## config.mk

```make
export PLATFORM = sky130hd
export DESIGN_NAME = seq_add_32bit
export DESIGN_NICKNAME = d
export VERILOG_FILES = /design/src/rtl/seq_add_32bit.sv
export SDC_FILE = /design/constraint.sdc
export NUM_CORES = 1
export LEC_CHECK = 0
export CAP_MARGIN = 10
export CORE_MARGIN = 2
export CORE_UTILIZATION = 55
export DETAILED_ROUTE_END_ITERATION = 12
export GPL_ROUTABILITY_DRIVEN = 0
export MAX_ROUTING_LAYER = met4
export PLACE_DENSITY_LB_ADDON = 0.1
export SLEW_MARGIN = 10
export SYNTH_ARGS = -nofsm -noshare
export SYNTH_HDL_FRONTEND = slang
export SYNTH_SLANG_ARGS = --single-unit
export TNS_END_PERCENT = 50
```

## constraint.sdc

```tcl
create_clock -name clk -period 10.75 [get_ports clk]
set_input_delay 2.15 -clock clk [delete_from_list [all_inputs] [get_ports clk]]
set_output_delay 2.15 -clock clk [all_outputs]
set_load 0.05 [all_outputs]
```

## src/rtl/seq_add_32bit.sv

```systemverilog
// Multi-cycle adder: one (N+1)-bit slice per clock, LSB slice first, fixed latency.
// Optional subtract mode (A + ~B + 1) when macro SEQ_ADD_SUB_EN is defined.
module seq_add_32bit #(
  parameter int unsigned N      = 7,
  parameter int unsigned SLICES = 4
) (
  input  logic                      clk,
  input  logic                      rst,
  input  logic                      start,
  input  logic [SLICES*(N+1)-1:0]   A,
  input  logic [SLICES*(N+1)-1:0]   B,
  input  logic                      Cin,
  input  logic                      sub,
  output logic                      busy,
  output logic                      done,
  output logic [SLICES*(N+1)-1:0]   S,
  output logic                      Cout
);

  localparam int unsigned SW = N + 1;
  localparam int unsigned W  = SLICES * SW;
  localparam int unsigned IW = (SLICES > 1) ? $clog2(SLICES) : 1;

  typedef enum logic [1:0] {
    IDLE = 2'd0,
    RUN  = 2'd1,
    DONE = 2'd2
  } state_t;

  state_t          r_state;
  state_t          w_state_nxt;
  logic            w_load;
  logic            w_step;
  logic            w_last;

  logic [W-1:0]    r_a;
  logic [W-1:0]    r_b;
  logic            r_carry;
  logic [IW-1:0]   r_idx;
  logic [W-1:0]    r_s;
  logic            r_cout;
  logic            r_busy;
  logic            r_done;

  logic [W-1:0]    w_b_in;
  logic            w_cin_in;
  logic [SW-1:0]   w_a_slice;
  logic [SW-1:0]   w_b_slice;
  logic [SW:0]     w_sum;

  // Operand conditioning applied once, at capture time.
`ifdef SEQ_ADD_SUB_EN
  assign w_b_in   = sub ? ~B : B;
  assign w_cin_in = sub ? 1'b1 : Cin;
`else
  logic w_unused_sub;
  assign w_unused_sub = sub;
  assign w_b_in       = B;
  assign w_cin_in     = Cin;
`endif

  // State register
  always_ff @(posedge clk or posedge rst) begin
    if (rst) begin
      r_state <= IDLE;
    end else begin
      r_state <= w_state_nxt;
    end
  end

  // Next-state and datapath strobes
  always_comb begin
    w_state_nxt = r_state;
    w_load      = 1'b0;
    w_step      = 1'b0;
    w_last      = 1'b0;
    case (r_state)
      IDLE: begin
        if (start) begin
          w_load      = 1'b1;
          w_state_nxt = RUN;
        end
      end
      RUN: begin
        w_step = 1'b1;
        if (r_idx == IW'(SLICES - 1)) begin
          w_last      = 1'b1;
          w_state_nxt = DONE;
        end
      end
      DONE: begin
        w_state_nxt = IDLE;
      end
      default: begin
        w_state_nxt = IDLE;
      end
    endcase
  end

  // Select the active slice and add it with the registered carry
  always_comb begin
    w_a_slice = '0;
    w_b_slice = '0;
    for (int i = 0; i < SLICES; i++) begin
      if (r_idx == IW'(i)) begin
        w_a_slice = r_a[i*SW +: SW];
        w_b_slice = r_b[i*SW +: SW];
      end
    end
    w_sum = {1'b0, w_a_slice} + {1'b0, w_b_slice} + (SW+1)'(r_carry);
  end

  // Operand capture, slice accumulation and carry chain
  always_ff @(posedge clk or posedge rst) begin
    if (rst) begin
      r_a     <= '0;
      r_b     <= '0;
      r_carry <= 1'b0;
      r_idx   <= '0;
      r_s     <= '0;
      r_cout  <= 1'b0;
    end else if (w_load) begin
      r_a     <= A;
      r_b     <= w_b_in;
      r_carry <= w_cin_in;
      r_idx   <= '0;
    end else if (w_step) begin
      for (int i = 0; i < SLICES; i++) begin
        if (r_idx == IW'(i)) begin
          r_s[i*SW +: SW] <= w_sum[SW-1:0];
        end
      end
      r_carry <= w_sum[SW];
      if (w_last) begin
        r_cout <= w_sum[SW];
        r_idx  <= '0;
      end else begin
        r_idx  <= r_idx + IW'(1);
      end
    end
  end

  // Status flags registered from the next state so they align with it
  always_ff @(posedge clk or posedge rst) begin
    if (rst) begin
      r_busy <= 1'b0;
      r_done <= 1'b0;
    end else begin
      r_busy <= (w_state_nxt == RUN);
      r_done <= (w_state_nxt == DONE);
    end
  end

  assign busy = r_busy;
  assign done = r_done;
  assign S    = r_s;
  assign Cout = r_cout;

endmodule

```

==> flow_metrics.env, run 1 <==
export IMPL_synth_top_cell_area_share=0.542
export IMPL_crit_path_max_fanout=31
export IMPL_synth_area_um2=4800
export IMPL_ir_worst_vdd_mv=0.134
export IMPL_grt_usage=0.230
export IMPL_clockRootBuffer="clkbuf_8"
export IMPL_worst_pin_slew_ns=1.09
export IMPL_setup_violations=0
export IMPL_ctsHoldBuffers=0
export IMPL_fmax_ghz=0.268
export IMPL_dr_pass1_iters=5
export IMPL_power_total_mw=2.22
export IMPL_nets=591
export IMPL_yosysWarnings=0
export IMPL_ys_ff_latch=104
export IMPL_syn_area_per_cell_um2=11.5
export IMPL_vias=3457
export IMPL_die_w_um=97.5
export IMPL_use_met3=0.0446
export IMPL_use_met2=0.360
export IMPL_wl_per_cell_um=16.1
export IMPL_drive_above_1_share=0.173
export IMPL_slew_viol_final=0
export IMPL_ys_seq_area_frac=0.542
export IMPL_diodes=0
export IMPL_synthFlopType="dfrtp_1"
export IMPL_die_area_um2=9500
export IMPL_grt_busiest_layer="met2"
export IMPL_die_y_um=97.5
export IMPL_synthArstFlopShare=1.00
export IMPL_p_leak_nw=2.57
export IMPL_fin_worst_skew_ns=0.0131
export IMPL_clk_latency_ns=0.36
export IMPL_ant_nets=0
export IMPL_clock_path_buffers=2
export IMPL_rsz0062_at_grt="false"
export IMPL_core_area_um2=8590
export IMPL_outcome="finished, final reports clean"
export IMPL_start_util=0.559
export IMPL_tns_ns=0
export IMPL_cts_setup_buffers=0
export IMPL_cts_tree="built"
export IMPL_drt_wl_total_mm=9.99
export IMPL_dp_hpwl_mm=7.17
export IMPL_grt_max_degree=66
export IMPL_synthTopCellsByCount="dfrtp_1, mux2_2, nand2_1, a21oi_1, o21ai_0"
export IMPL_synth_enable_flop_cells=0
export IMPL_grt_antenna_before_repair=0
export IMPL_io_pins=104
export IMPL_clkTransAtPathRegs_ns=0.10
export IMPL_hold_class="reg2reg"
export IMPL_drt_iter0_markers=141
export IMPL_fillCellCount=683
export IMPL_grt_ovfl_total=0
export IMPL_drc_errors=0
export IMPL_crit_type="reg2reg"
export IMPL_end_kind="flop"
export IMPL_viasPerCell=5.56
export IMPL_grt_pass1_vias=3422
export IMPL_synth_top_cell_by_area="dfrtp_1"
export IMPL_yosysMostFrequentCell="dfrtp_1"
export IMPL_layout_min_cycle_time_ns=3.73
export IMPL_yosys_top_cells_area="dfrtp_1, mux2_2, nand2_1"
export IMPL_io_buffers=102
export IMPL_numClockSinks=104
export IMPL_syn_inst=416
export IMPL_start_kind="flop"
export IMPL_row_count=34
export IMPL_slew_headroom=0.272
export IMPL_worst_ep_required_time_ns=11.01
export IMPL_syn_nets=498
export IMPL_grt_pass1_wl_mm=17.0
export IMPL_period_share=0.347
export IMPL_htreeDepth=3
export IMPL_power_density_nw_per_um2=365
export IMPL_hold_viol_final=0
export IMPL_syn2layout_area_growth_pct=26.9
export IMPL_ctsResizeCount=0
export IMPL_synth_distinct_cells=36
export IMPL_cp_arrival_ns=3.99
export IMPL_use_met1=0.314
export IMPL_cts_made_buffers=9
export IMPL_max_cap_violations=0
==> layout make-up <==
type                       count  area [µm²]  share of cell area
sequential                   104        2600               0.427
multi-input combinational    282        2070               0.339
timing repair buffer         105        1040               0.171
tap                          108         135              0.0222
clock buffer                  10         128              0.0209
clock inverter                 6        92.6              0.0152
inverter                       7        28.8             0.00472
==> metrics by stage <==
step,area (µm²),util,setup slack [ns],cells,hold WS [ns]
2_1_floorplan,4800,-,5.87,416,0.465
3_3_place_gp,5880,0.684,6.72,606,0.460
3_5_place_dp,5880,0.684,6.70,606,0.467
4_1_cts,6100,0.710,7.00,622,0.489
5_1_grt,6100,0.710,6.66,622,0.515
6_report,6100,0.710,7.02,622,0.484
==> final timing paths <==
kind / startpoint / end / slack [ns] / cells past startpoint
min reg2reg: S[29] / S[29] / 0.48 / 2
min in group asynchronous: rst / busy / 2.19 / 2
max reg2reg: r_idx[1] / S[14] / 7.02 / 12
min: S[29] / S[29] / 0.48 / 2
max: r_idx[1] / S[14] / 7.02 / 12
max in group asynchronous: rst / S[28] / 7.45 / 3
==> layout by cell type, fill, tap and decap left out, types with 9 or more instances in the layout <==
cell type | netlist | final
mux2_2 | 64 | 64
nand2_1 | 61 | 61
o31ai_1 | 23 | 23
o21ai_0 | 24 | 24
clkbuf_8 | 0 | 9
a21oi_1 | 31 | 31
nor3_1 | 9 | 9
clkdlybuf4s50_1 | 0 | 102
nand3b_1 | 11 | 11
ha_1 | 11 | 11
nor2b_1 | 10 | 10
dfrtp_1 | 104 | 104
==> cells by family (layout without fill, tap and decap cells) <==
family	count (synthesis)	after routing	share of synthesized area
adder cells (fa/ha/maj)	13	13	0.0370
AND/OR/NAND/NOR	100	100	0.100
multiplexers	66	66	0.154
XOR/XNOR	1	1	0.00182
flip-flops	104	104	0.542
buffers and inverters	30	128	0.0292
AO/OA/AOI/OAI	102	102	0.136
==> power breakdown <==
part / leakage [nW] / internal (mW) / switching [mW] / total (mW)
Sequential: 1.26 / 0.585 / 0.101 / 0.686
Combinational: 1.21 / 0.514 / 0.757 / 1.27
Clock: 0.103 / 0.133 / 0.135 / 0.267
==> per-layer routing <==
layer,part of all wire,vias to the layer above
li1,-,1670
met1,0.47,1682
met2,0.47,94
met3,0.044,11
met4,0.012,0
met5,0,-
==> state kept, by name (all words and copies together) (netlist names) <==
signal   flops
S           32
Cout         1
r_b         32
done         1
r_carry      1
r_a         32
busy         1
r_idx        2
r_state      2
==> critical path: stages, from the launching register on <==
cell	delay (ns)
dfrtp_1	0.43
inv_1	0.09
ha_1	0.83
nor2b_1	0.20
a221oi_1	0.28
nor3_1	0.09
a21oi_1	0.25
fa_1	0.26
fa_1	0.28
nor2b_4	0.06
o2111a_2	0.28
o31a_1	0.33
o31ai_1	0.23
Note: power is estimated with default switching activity, not from simulation.
==> inputs of run 2 (changes only) <==
Settings changed: CORE_UTILIZATION 55 to 46.
Clock period 10.75 ns to 3.05 ns, I/O delays scaled along.
==> run 2 against run 1 <==
  * Critical path depth stayed put
  * Worst setup slack lost 6.9 ns
  * First-iteration DRC count decreased by 35%
  * Clock-buffer cell count rose by 1
  * Critical endpoint is now S[22]
  * Highest routed layer unchanged
==> flow_metrics.env, run 2 (synthesized netlist as in run 1, its figures left out) <==
export IMPL_die_y_um=106
export IMPL_use_met2=0.312
export IMPL_start_util=0.470
export IMPL_die_w_um=106
export IMPL_fin_util=0.627
export IMPL_grt_ovfl_total=0
export IMPL_slew_viol_final=0
export IMPL_p_leak_nw=2.67
export IMPL_hold_viol_final=0
export IMPL_dp_slack_ns=-0.0645
export IMPL_period_share=0.958
export IMPL_wl_per_cell_um=16.0
export IMPL_grt_usage=0.201
export IMPL_grt_pass1_wl_mm=17.2
export IMPL_clockRootBuffer="clkbuf_8"
export IMPL_power_density_nw_per_um2=1330
export IMPL_setup_slack_ns=0.127
export IMPL_crit_type="reg2reg"
export IMPL_setup_worst_path_start="r_idx[1]"
export IMPL_fmax_ghz=0.342
export IMPL_dp_hpwl_mm=7.51
export IMPL_io_pins=104
export IMPL_io_buffers=102
export IMPL_drive_above_1_share=0.238
export IMPL_ant_nets=0
export IMPL_use_met3=0.0325
export IMPL_slowest_delay_ns=0.42
export IMPL_outcome="finished, final reports clean"
export IMPL_hold_start="S[7]"
export IMPL_cp_cell_sequence="inv_2, ha_4, buf_4, nand3b_1, a21oi_2, a21oi_1, o21ai_0, ha_1, a21o_1, and2_1, o31a_1, o31ai_2"
export IMPL_crit_path_max_fanout=12
export IMPL_end_kind="flop"
export IMPL_multi_input_area_um2=2200
export IMPL_dr_pass1_iters=4
export IMPL_ir_worst_vdd_mv=0.582
export IMPL_worst_path_buf_inv=2
export IMPL_placed_cells=646
export IMPL_worst_ep_required_time_ns=3.34
export IMPL_max_cap_violations=0
export IMPL_start_kind="flop"
export IMPL_clkTransAtPathRegs_ns=0.09
export IMPL_slew_headroom=0.598
export IMPL_use_met1=0.272
export IMPL_worst_pin_slew_ns=0.601
export IMPL_htreeDepth=3
export IMPL_diodes=0
export IMPL_fillCellCount=901
export IMPL_viasPerCell=5.23
export IMPL_fin_worst_skew_ns=0.0164
export IMPL_ctsHoldBuffers=0
export IMPL_drt_iter0_markers=92
export IMPL_syn2layout_area_growth_pct=33.4
export IMPL_grt_pass1_vias=3513
export IMPL_r2r_start="r_idx[1]"
export IMPL_nets=607
export IMPL_core_area_um2=10200
export IMPL_cpMaxStageDelayCell="dfrtp_1"
export IMPL_regArea_um2=2600
export IMPL_hold_class="reg2reg"
export IMPL_drc_errors=0
export IMPL_cp_arrival_ns=3.21
export IMPL_clock_path_buffers=2
export IMPL_grt_busiest_layer="met2"
export IMPL_setup_violations=0
export IMPL_clk_latency_ns=0.38
export IMPL_hold_worst_slack_ns=0.484
export IMPL_layout_cells_non_filler=666
export IMPL_cts_tree="built"
export IMPL_drt_wl_total_mm=10.6
export IMPL_cts_made_buffers=9
export IMPL_final_common_cell="dfrtp_1"
export IMPL_grt_max_degree=105
export IMPL_row_count=37
export IMPL_grt_antenna_before_repair=0
export IMPL_final_cell_mix="dfrtp_1, clkdlybuf4s50_1, mux2_2, nand2_1, a21oi_1"
export IMPL_die_area_um2=11300
export IMPL_critPathTopFamily="compound AO/OA/AOI/OAI gates"
export IMPL_vias=3480
export IMPL_layout_min_cycle_time_ns=2.92
export IMPL_numClockSinks=104
==> run 2: cell types whose count changed in the layout (fill, tap and decap cells not counted), sizes merged <==
cell    delta
buf       +16
inv        -2
clkbuf     +1
clkinv     +1
==> run 2: cell type report <==
type	count	area share
sequential	104	0.406
multi-input combinational	282	0.343
clock buffer	11	0.0205
timing repair buffer	121	0.186
inverter	7	0.00508
tap	136	0.0265
clock inverter	5	0.0127
==> run 2: layer usage <==
layer	part of all wire	wire length (µm)
met2	0.47	4990
met4	0.015	157
met1	0.47	4960
met5	0	0
met3	0.049	526
==> run 2: timing repair <==
action,CTS,global route
pin swaps,0,7
endpoints found under the hold margin,0,0
gates resized for setup,3,31
endpoints found under the setup margin,8,26
setup buffers,0,4
gates cloned,0,0
==> run 2: final timing paths <==
kind                            end  slack, ns  cells after the start
min reg2reg                    S[7]       0.48                      2
max in group asynchronous  r_idx[0]       1.90                      3
max reg2reg                   S[22]       0.13                     12
min in group asynchronous      done       0.75                      3
max                           S[22]       0.13                     12
min                            S[7]       0.48                      2
==> run 2: power by group <==
part           switching, mW  internal, mW  total [mW]
combinational           2.89          2.26        5.15
sequential             0.386          2.06        2.45
clock                  0.470         0.463       0.933
==> run 2: worst register-to-register path: cells and delay by family, from the launching register on <==
kind / cells / cell delay (ns)
AOI/OAI and AO/OA: 6 / 1.25
adders and majority gates: 2 / 0.50
DFF: 1 / 0.42
and+or+nand+nor: 2 / 0.40
buffers and inverters: 2 / 0.27
==> run 2: per-stage QoR <==
stage	cell area, µm²	power, mW	TNS, ns
2_1_floorplan	4810	5.72	0
3_3_place_gp	6030	7.05	0
3_5_place_dp	6030	7.19	-0.208
4_1_cts	6260	8.21	0
5_1_grt	6410	9.15	-0.0572
6_report	6410	8.53	0
